[config.mk]
export PLATFORM = sky130hd
export DESIGN_NAME = pe_act_queue
export DESIGN_NICKNAME = d
export VERILOG_FILES = /design/src/rtl/pe_act_queue_pkg.sv /design/src/rtl/pe_act_queue_mem.sv /design/src/rtl/pe_act_queue.sv
export SDC_FILE = /design/constraint.sdc
export NUM_CORES = 1
export LEC_CHECK = 0
export BUFFER_PORTS_ARGS = -buffer_cell sky130_fd_sc_hd__buf_4
export CORE_MARGIN = 2
export CORE_UTILIZATION = 40
export DETAILED_ROUTE_END_ITERATION = 16
export PLACE_DENSITY = 0.7
export SYNTH_ARGS = -nofsm -noshare
export SYNTH_HDL_FRONTEND = slang
export SYNTH_SLANG_ARGS = --single-unit
[constraint.sdc]
create_clock -name clk -period 3.8 [get_ports clk]
set_input_delay 0.57 -clock clk [delete_from_list [all_inputs] [get_ports clk]]
set_output_delay 0.57 -clock clk [all_outputs]
set_load 0.02 [all_outputs]
[src/rtl/pe_act_queue_pkg.sv]
// Shared PE datapath widths and the activation token packing helper.
package pe_act_queue_pkg;

  localparam int unsigned PE_DATA_WIDTH      = 16;
  localparam int unsigned PE_ADDR_WIDTH      = 8;
  localparam int unsigned PE_QUEUE_WIDTH     = PE_ADDR_WIDTH + PE_DATA_WIDTH;
  localparam int unsigned PE_ACT_QUEUE_DEPTH = 8;

  typedef logic [PE_DATA_WIDTH-1:0]  pe_data_t;
  typedef logic [PE_ADDR_WIDTH-1:0]  pe_addr_t;
  typedef logic [PE_QUEUE_WIDTH-1:0] pe_queue_t;

  // Index occupies the MSBs of a queue entry.
  function automatic pe_queue_t pe_pack(input pe_addr_t idx, input pe_data_t value);
    return {idx, value};
  endfunction

endpackage

[src/rtl/pe_act_queue_mem.sv]
// Register-file storage for the activation queue: one write port, one async read port.
module pe_act_queue_mem #(
  parameter int unsigned Depth = 8,
  parameter int unsigned Width = 24
) (
  input  logic                     clk,
  input  logic                     we_i,
  input  logic [$clog2(Depth)-1:0] waddr_i,
  input  logic [Width-1:0]         wdata_i,
  input  logic [$clog2(Depth)-1:0] raddr_i,
  output logic [Width-1:0]         rdata_o
);

  logic [Width-1:0] mem_q [Depth];

  // Contents are never reset; the top masks the read data while empty.
  always_ff @(posedge clk) begin
    if (we_i) begin
      mem_q[waddr_i] <= wdata_i;
    end
  end

  assign rdata_o = mem_q[raddr_i];

endmodule

[src/rtl/pe_act_queue.sv]
// Per-PE input activation FIFO with optional zero-value skipping and first-word-fall-through head.
module pe_act_queue
  import pe_act_queue_pkg::*;
#(
  parameter int unsigned PE_IDX    = 0,
  parameter int unsigned DEPTH     = PE_ACT_QUEUE_DEPTH,
  parameter int unsigned AFULL_TH  = 6,
  parameter int unsigned ZERO_SKIP = 1
) (
  input  logic                      clk,
  input  logic                      rst,
  input  logic                      flush,
  input  logic                      in_valid,
  output logic                      in_ready,
  input  logic [PE_ADDR_WIDTH-1:0]  in_idx,
  input  logic [PE_DATA_WIDTH-1:0]  in_value,
  output logic                      queue_empty,
  output logic [PE_QUEUE_WIDTH-1:0] act_out,
  input  logic                      pop_act,
  output logic [$clog2(DEPTH):0]    count,
  output logic                      almost_full,
  output logic                      underflow
);

  localparam int unsigned PtrW = $clog2(DEPTH);
  localparam int unsigned CntW = PtrW + 1;

  logic [PtrW-1:0] wr_ptr_q, wr_ptr_d;
  logic [PtrW-1:0] rd_ptr_q, rd_ptr_d;
  logic [CntW-1:0] count_q, count_d;
  logic            underflow_q, underflow_d;

  logic            empty, ready;
  logic            fire, skip_zero, push_stored, pop_done;
  pe_queue_t       rd_data;

  // Status flags decode registered state only, so no input reaches them combinationally.
  assign empty = (count_q == '0);
  assign ready = (count_q != CntW'(DEPTH));

  assign fire        = in_valid & ready;
  assign skip_zero   = (ZERO_SKIP != 0) && (in_value == '0);
  assign push_stored = fire & ~skip_zero & ~flush;
  assign pop_done    = pop_act & ~empty;

  always_comb begin
    wr_ptr_d    = wr_ptr_q;
    rd_ptr_d    = rd_ptr_q;
    count_d     = count_q;
    underflow_d = underflow_q;
    if (flush) begin
      wr_ptr_d    = '0;
      rd_ptr_d    = '0;
      count_d     = '0;
      underflow_d = 1'b0;
    end else begin
      if (push_stored) wr_ptr_d = wr_ptr_q + 1'b1;
      if (pop_done)    rd_ptr_d = rd_ptr_q + 1'b1;
      if (pop_act && empty) underflow_d = 1'b1;
      count_d = count_q + CntW'(push_stored) - CntW'(pop_done);
    end
  end

  always_ff @(posedge clk or posedge rst) begin
    if (rst) begin
      wr_ptr_q    <= '0;
      rd_ptr_q    <= '0;
      count_q     <= '0;
      underflow_q <= 1'b0;
    end else begin
      wr_ptr_q    <= wr_ptr_d;
      rd_ptr_q    <= rd_ptr_d;
      count_q     <= count_d;
      underflow_q <= underflow_d;
    end
  end

  pe_act_queue_mem #(
    .Depth (DEPTH),
    .Width (PE_QUEUE_WIDTH)
  ) u_mem (
    .clk     (clk),
    .we_i    (push_stored),
    .waddr_i (wr_ptr_q),
    .wdata_i (pe_pack(in_idx, in_value)),
    .raddr_i (rd_ptr_q),
    .rdata_o (rd_data)
  );

  assign in_ready    = ready;
  assign queue_empty = empty;
  assign act_out     = empty ? '0 : rd_data;
  assign count       = count_q;
  assign almost_full = (count_q >= CntW'(AFULL_TH));
  assign underflow   = underflow_q;

  a_no_overflow : assert property (@(posedge clk) disable iff (rst)
    !(in_valid && in_ready && (count_q == CntW'(DEPTH))))
    else $error("pe_act_queue[%0d]: push accepted while full", PE_IDX);

endmodule

**Word-level counts from Yosys, hierarchy flattened**

Memory sizes are Yosys's and may differ from the RTL's.
Cells that the tools add are included.

- Add/sub/neg operators: 4
- Multiplexer cells: 10
- Bitwise gates (word level): 7
- Order comparisons: 1
- Eq/ne operators: 1
- Reduce and logical (&&, ||, !) cells: 6

Operator list:

| kind | number |
|---|---|
| $mux 24 | 1 |
| $logic_not 16->1 | 1 |
| $mux 3 | 4 |
| $add 3x1->3 const B | 2 |
| $reduce_bool 2->1 | 3 |
| $add 4x1->4 | 1 |
| $and 1x1->1 | 4 |
| $ge 4x3->1 const B | 1 |
| $logic_not 4->1 | 1 |
| $mux 1 | 4 |
| $mux 4 | 1 |
| $ne 4x4->1 const B | 1 |
| $sub 4x1->4 | 1 |
| $not 1->1 | 3 |
| $logic_and 1x1->1 | 1 |

- Input bits: 29
- Memory bits (writable): 192
- Memories kept: 1
- Word-level logic and storage cells: 34
- Register bits after elaboration: 11

Memories:

| name | depth | bits a word | rd ports | clocked after Yosys merged registers in | wr ports | RTL line | source |
|---|---|---|---|---|---|---|---|
| u_mem.mem_q | 8 | 24 | 1 | 0 | 1 | pe_act_queue_mem.sv:14 | `logic [Width-1:0] mem_q [Depth];` |

**Longest topological paths before layout**

Gate-level depths: netlist of run 1.

- Word-level depth: 7
- Gate-level depth with buffers: 12

**Modules after synthesis**

From an unflattened synthesis of run 1, not the netlist that was laid out.

- Cell total of the unflattened synthesis: 385
- Area total of the unflattened synthesis: 8220.4 um2

Modules (own cells, without submodules):

| module | area each (um2) | sequential area each (um2) | times used | cells each |
|---|---|---|---|---|
| pe_act_queue_mem | 7317.0 | 5765.5 | 1 | 290 |
| pe_act_queue | 903.4 | 275.3 | 1 | 95 |

**Worst setup path before layout of run 1**

OpenSTA, ideal clock, no wires.

- Path kind: reg2reg
- From: reg count_q[2], in the netlist count[2]
- To: mem u_mem.mem_q[3][0] (enable)
- Data required time: 3.334 ns
- Stages on the path, launching flop included: 7
- Period minus slack after synthesis: 4.192 ns
- Arrival: 3.726 ns
- Slack: -0.392 ns
- Cells stage by stage: dfrtp_1 > inv_1 > ha_1 > or3b_1 > and2_1 > nand2_1 > nor4_1

- Cells in the longest elaborated chain, start to end: 6

RTL lines:

| what | RTL line | source |
|---|---|---|
| from (decl) | pe_act_queue.sv:30 | `logic [CntW-1:0] count_q, count_d;` |
| from (signal assigned) | pe_act_queue.sv:73 | `count_q <= count_d;` |
| $ne 4x4->1 | pe_act_queue.sv:39 | `assign ready = (count_q != CntW'(DEPTH));` |
| via in_ready | pe_act_queue.sv:14 | `output logic in_ready,` |
| $and 1x1->1 | pe_act_queue.sv:41 | `assign fire = in_valid & ready;` |
| $and 1x1->1 (2 in series) | pe_act_queue.sv:43 | `assign push_stored = fire & ~skip_zero & ~flush;` |
| $mux 1 | pe_act_queue_mem.sv:18 | `if (we_i) begin` |
| $mux 1 (implied by the code) | pe_act_queue_mem.sv:19 | `mem_q[waddr_i] <= wdata_i;` |
| to (decl) | pe_act_queue_mem.sv:14 |  |

The timed path passes the listed nets, and every way through them passes these cells.

**Worst setup path in the final report of run 1**

- From: reg rd_ptr_q[0]
- To: out act_out[3]

- Cells in the longest elaborated chain, start to end: 2

RTL lines:

| what | RTL line | source |
|---|---|---|
| from (decl) | pe_act_queue.sv:29 | `logic [PtrW-1:0] rd_ptr_q, rd_ptr_d;` |
| from (signal assigned) | pe_act_queue.sv:72 | `rd_ptr_q <= rd_ptr_d;` |
| $mem_v2 8x24 | - |  |
| $mux 24 | pe_act_queue.sv:92 | `assign act_out = empty ? '0 : rd_data;` |
| to (decl) | pe_act_queue.sv:18 | `output logic [PE_QUEUE_WIDTH-1:0] act_out,` |

Every way passes these cells.

==> results.sh, run 1 <==
export IMPL_synth_warnings=0
export IMPL_synth_top_cell_area_share_pct=71.61
export IMPL_p_leak_nw=3.166
export IMPL_avgRoutedWirePerCell_um=20.50
export IMPL_initial_core_util_pct=41.10
export IMPL_yosysTopAreaCell="edfxtp_1"
export IMPL_worstPathRequired_ns=3.23
export IMPL_grt_pass1_wl_mm=24.21
export IMPL_final_util_pct=48.98
export IMPL_p_switching_w=0.001783
export IMPL_synth_seq_cells=203
export IMPL_syn_num_nets=426
export IMPL_clockPowerShare_pct=31.6
export IMPL_final_setup_viol_count=0
export IMPL_postSynthAreaPerCell_um2=20.80
export IMPL_cts_setup_buffers=0
export IMPL_clkSlewWorstSetupHoldPaths_ns=0.06
export IMPL_cap_violations=0
export IMPL_synth_top_cells_by_area="edfxtp_1, mux4_2, dfrtp_1"
export IMPL_dpl_cell_count=714
export IMPL_swShare_pct=28.02
export IMPL_power_density_nw_per_um2=663.1
export IMPL_synthFlopType="edfxtp_1"
export IMPL_cts_sinks=203
export IMPL_synth_area_um2=8051
export IMPL_dr_pass1_iters=5
export IMPL_status="finished, final reports clean"
export IMPL_clock_latency_ns=0.49
export IMPL_synthDistinctLibCells=34
export IMPL_rows=51
export IMPL_cts_resized=0
export IMPL_comb_power_share_pct=27.0
export IMPL_power_share_sequential_pct=41.4
export IMPL_fin_nets=510
export IMPL_crit_arrival_ns=2.36
export IMPL_layoutNonFillerInstCount=750
export IMPL_grt_max_degree=29
export IMPL_period_share_pct=77.21
export IMPL_fin_crit_ns=2.934
export IMPL_max_vdd_ir_drop_uv=343.8
export IMPL_totalWireLength_mm=15.38
export IMPL_die_w_um=145.9
export IMPL_place_gp_congestion=0.7560
export IMPL_antenna_cells=0
export IMPL_syn_inst=387
export IMPL_critPathLaunchType="flip-flop"
export IMPL_cts_hold_buffers=0
export IMPL_fmax_ghz=0.3408
export IMPL_synth_edf_count=192
export IMPL_dieHeight_um=145.9
export IMPL_cts_max_level=1
export IMPL_hold_class="input port to asynchronous set/reset pin"
export IMPL_ios=61
export IMPL_first_global_vias=4219
export IMPL_antenna_left=0
export IMPL_hold_viol_final=0
export IMPL_hold_ws_ns=0.07890
export IMPL_grtUsageTotal_pct=14.79
export IMPL_overflow=0
export IMPL_cts_buffer_depth=3
export IMPL_rrSetupSlack_ns=0.94
export IMPL_rsz0062_at_grt="no"
export IMPL_syn_to_final_growth_pct=19.18
export IMPL_end_kind="output pin"
export IMPL_ys_seq_area_share_pct=75.03
export IMPL_drc=0
export IMPL_viasPerCell=5.165
export IMPL_synth_async_reset_ratio_pct=5.419
export IMPL_slew_violations=0
export IMPL_drt_iter0_drc=343
export IMPL_core_um2=19590
export IMPL_cts_tree="built"
export IMPL_p_int_w=0.004580
export IMPL_numCtsBuffers=20
export IMPL_critPathKind="flip-flop to output pin"
export IMPL_io_buffers=60
export IMPL_fin_skew_ns=0.008232
export IMPL_drive_above_1_share_pct=35.05
export IMPL_cts_root_buf="clkbuf_16"
export IMPL_num_vias=3874
export IMPL_timing_setup_tns_ns=0
export IMPL_cp_max_fo=15
export IMPL_place_hpwl_mm=9.559
export IMPL_slew_headroom_pct=37.84
export IMPL_worst_pin_slew_ns=0.9282
export IMPL_antenna_found_initial=0
export IMPL_die_area_um2=21280
-- worst paths after layout --
check	end	startpoint	cells past startpoint
worst max-delay path	act_out[3]	rd_ptr_q[0]	5
worst min-delay path	underflow	rst	2
worst max register to register	u_mem.mem_q[0][16]	count[2]	7
worst min register to register	underflow	underflow	2
max in group asynchronous	rd_ptr_q[0]	rst	2
min in group clk	u_mem.mem_q[3][16]	in_idx[0]	1
-- cells in the final DEF (no fill, tap or decap), drive strengths merged --
cell type / netlist / layout
nand4: 1 / 1
or3: 1 / 1
a21oi: 4 / 4
o21ai: 2 / 2
nor2: 32 / 32
or3b: 1 / 1
clkinv: 0 / 7
edfxtp: 192 / 192
fa: 1 / 1
nor2b: 5 / 5
inv: 7 / 7
nand3: 3 / 3
mux2i: 25 / 25
nor3b: 2 / 2
dfrtp: 11 / 11
mux4: 48 / 48
buf: 13 / 79
nand2: 5 / 5
clkinvlp: 0 / 1
xor2: 1 / 1
a21o: 1 / 1
nand2b: 2 / 2
bufinv: 0 / 3
mux2: 1 / 1
and2: 1 / 1
ha: 9 / 9
xnor2: 3 / 3
nor3: 4 / 4
clkbuf: 4 / 25
nand3b: 1 / 1
nor4: 6 / 6
and4: 1 / 1
-- stage by stage --
step	cell area, µm²	setup WS (ns)	total power, W
after global routing	9595	0.6966	0.006646
after detailed placement	8920	0.8724	0.004444
after CTS	9595	0.7738	0.006455
after floorplan	8051	-0.3916	0.003850
final	9595	0.8659	0.006363
after global placement	8920	0.8624	0.004418
-- metal layers --
layer | GRT usage [%] | vias up | routed length, µm
met4 | 4.755 | 0 | 346
met5 | 0 | - | 0
met2 | 25.26 | 125 | 7844
li1 | - | 1732 | -
met3 | 2.821 | 28 | 1119
met1 | 19.23 | 1989 | 6069
-- registers in the layout (all words and copies together), names as in the netlist --
name and cells:
wr_ptr_q 3, rd_ptr_q 3, count 4, underflow 1
u_mem.mem_q 192
-- power groups by stage --
stage | Clock [W] | Sequential, W | Combinational, W
after global routing | 0.00213 | 0.00265 | 0.00187
after global placement | 0 | 0.00268 | 0.00174
after CTS | 0.00205 | 0.00264 | 0.00176
final | 0.00201 | 0.00264 | 0.00172
after detailed placement | 0 | 0.00268 | 0.00176
after floorplan | 0 | 0.00265 | 0.00120
-- synth_stat cells, drive strengths merged, types with 3 or more instances --
cell type	instances
a21oi	4
buf	13
clkbuf	4
dfrtp	11
edfxtp	192
ha	9
inv	7
mux2i	25
mux4	48
nand2	5
nand3	3
nor2	32
nor2b	5
nor3	4
nor4	6
xnor2	3
-- critical path, cell delays in order (launching register included) --
cell and delay [ns]:
dfrtp_4 0.53, buf_4 0.35, mux4_2 0.54, mux2i_1 0.22, nor2_1 0.07, buf_4 0.17
-- layout make-up --
class | instances | area (µm²)
Clock buffer | 25 | 540.5
Clock inverter | 11 | 135.1
Fill cell | 1588 | 9995
Inverter | 7 | 26.28
Multi-Input combinational cell | 160 | 1911
Sequential cell | 203 | 6046
Tap cell | 265 | 331.6
Timing Repair Buffer | 79 | 605.6
-- logic make-up (layout without fill, tap and decap cells) --
kind of cell	after synthesis	count (layout)	synth area share (%)
XOR/XNOR	4	4	0.4352
multiplexers	74	74	16.67
adder cells (fa/ha/maj)	10	10	1.647
buffers and inverters	24	122	1.787
flip-flops	203	203	75.03
AND/OR/NAND/NOR	65	65	3.963
AO/OA/AOI/OAI	7	7	0.4663
No activity file was read; power rests on OpenSTA's default activity.
==> run 2: changes to the inputs <==
PLACE_DENSITY = 0.68   (was 0.7)
clock period = 2.81 ns   (was 3.8 ns; I/O delays follow)
==> run 2 against run 1 <==
Clock-buffer cell count up 1. Global-route usage rose by 0.64 points. Register-to-register slack worse by 0.74 ns. Largest cell class unchanged.
==> results.sh, run 2 (synthesis results as in run 1) <==
export IMPL_clock_latency_ns=0.48
export IMPL_cts_root_buf="clkbuf_16"
export IMPL_largest_reg_flops=192
export IMPL_numCtsBuffers=21
export IMPL_rr_worst_depth=12
export IMPL_first_global_vias=4291
export IMPL_rrSetupSlack_ns=0.20
export IMPL_status="finished, final reports clean"
export IMPL_p_total_w=0.008882
export IMPL_totalWireLength_mm=16.46
export IMPL_die_area_um2=21280
export IMPL_overflow=0
export IMPL_period_share_pct=96.10
export IMPL_drive_above_1_share_pct=36.02
export IMPL_antenna_left=0
export IMPL_cp_endpoint="act_out[22]"
export IMPL_slew_headroom_pct=28.97
export IMPL_layout_commonest_cell="edfxtp_1"
export IMPL_timing_rr_start="count[2]"
export IMPL_cts_sinks=203
export IMPL_antenna_found_initial=0
export IMPL_final_setup_viol_count=0
export IMPL_nFillCells=1559
export IMPL_fin_nets=522
export IMPL_grt_max_degree=51
export IMPL_place_gp_congestion=0.7409
export IMPL_timing_rr_end="count[2]"
export IMPL_drt_iter0_drc=326
export IMPL_end_kind="output pin"
export IMPL_drc=0
export IMPL_antenna_cells=0
export IMPL_fin_crit_ns=2.700
export IMPL_critPathKind="flip-flop to output pin"
export IMPL_max_vdd_ir_drop_uv=361.7
export IMPL_worst_pin_slew_ns=1.060
export IMPL_crit_start="rd_ptr_q[0]"
export IMPL_core_um2=19590
export IMPL_crit_arrival_ns=2.28
export IMPL_place_hpwl_mm=9.890
export IMPL_cts_max_level=1
export IMPL_slew_violations=0
export IMPL_grtUsageTotal_pct=15.44
export IMPL_viasPerCell=5.256
export IMPL_ios=61
export IMPL_regMostFlops="u_mem.mem_q"
export IMPL_io_buffers=60
export IMPL_syn_to_final_growth_pct=22.13
export IMPL_cts_buffer_depth=3
export IMPL_layout_common_cells="edfxtp_1, buf_4, mux4_2"
export IMPL_initial_core_util_pct=41.10
export IMPL_power_density_nw_per_um2=903.3
export IMPL_cts_tree="built"
export IMPL_p_leak_nw=3.264
export IMPL_die_w_um=145.9
export IMPL_num_vias=4005
export IMPL_hold_viol_final=0
export IMPL_cap_violations=0
export IMPL_fin_skew_ns=0.005876
export IMPL_hold_class="input port to flip-flop"
export IMPL_avgRoutedWirePerCell_um=21.60
export IMPL_rsz0062_at_grt="no"
export IMPL_clkSlewWorstSetupHoldPaths_ns=0.06
export IMPL_dr_pass1_iters=4
export IMPL_rows=51
export IMPL_fmax_ghz=0.3703
export IMPL_worstPathRequired_ns=2.39
export IMPL_dieHeight_um=145.9
export IMPL_grt_pass1_wl_mm=25.21
export IMPL_cp_max_fo=25
export IMPL_critPathLaunchType="flip-flop"
export IMPL_final_util_pct=50.19
## run 2: what timing repair did
action	CTS	global route
endpoints found under the setup margin	8	13
setup buffers	0	4
hold endpoints to repair	11	0
pin swaps	1	1
resized for setup	0	1
cloned	0	1
hold buffers	1	0
## run 2: worst min path at each step
stage	to	slack, ns	depth (start not counted)	startpoint
3_5_place_dp	underflow	0.49	2	rst
5_1_grt	u_mem.mem_q[0][23]	0.17	1	in_idx[7]
2_1_floorplan	count[0]	0.27	1	rst
3_3_place_gp	underflow	0.47	2	rst
6_report	u_mem.mem_q[3][17]	0.17	1	in_idx[1]
4_1_cts	u_mem.mem_q[4][1]	0.16	1	in_value[1]
## run 2: final cells by class
class,instances,area [µm²],area share (%)
clock buffer,26,544.3,5.535
sequential,203,6043,61.46
tap,265,331.6,3.372
timing repair buffer,90,790.8,8.042
inverter,7,26.28,0.2672
clock inverter,11,162.7,1.654
multi-input combinational,160,1934,19.67
## run 2: metrics by stage
step	setup WS, ns	setup TNS (ns)	cell area (µm²)	hold WS, ns	instances
finish	0.1095	0	9833	0.1708	762
global route	0.01539	0	9833	0.1685	762
CTS	0.02257	0	9771	0.1566	757
detailed placement	-0.007083	-0.05585	9054	0.4857	719
global placement	0.06255	0	9054	0.4676	719
floorplan	-0.7690	-79.49	8069	0.2739	387
## run 2: layer usage
layer  part of all wire [%]  wire [µm]  GRT usage (%)
met2                     51       8437          26.65
met4                    1.1        187          3.382
met3                    5.0        819          2.602
met5                      0          0              0
met1                     43       7011          20.72
## run 2: worst max-delay path: stages, from the launching register on
cell and delay, ns:
dfrtp_2 0.47, buf_16 0.25, mux4_2 0.53, mux2i_1 0.26, nor2_1 0.09, buf_4 0.17
## run 2: report_power, final
| group | internal [W] | switching, W |
|---|---|---|
| Clock | 0.00175 | 0.00108 |
| Sequential | 0.00344 | 0.0000741 |
| Combinational | 0.00120 | 0.00135 |
| Total | 0.00638 | 0.00250 |
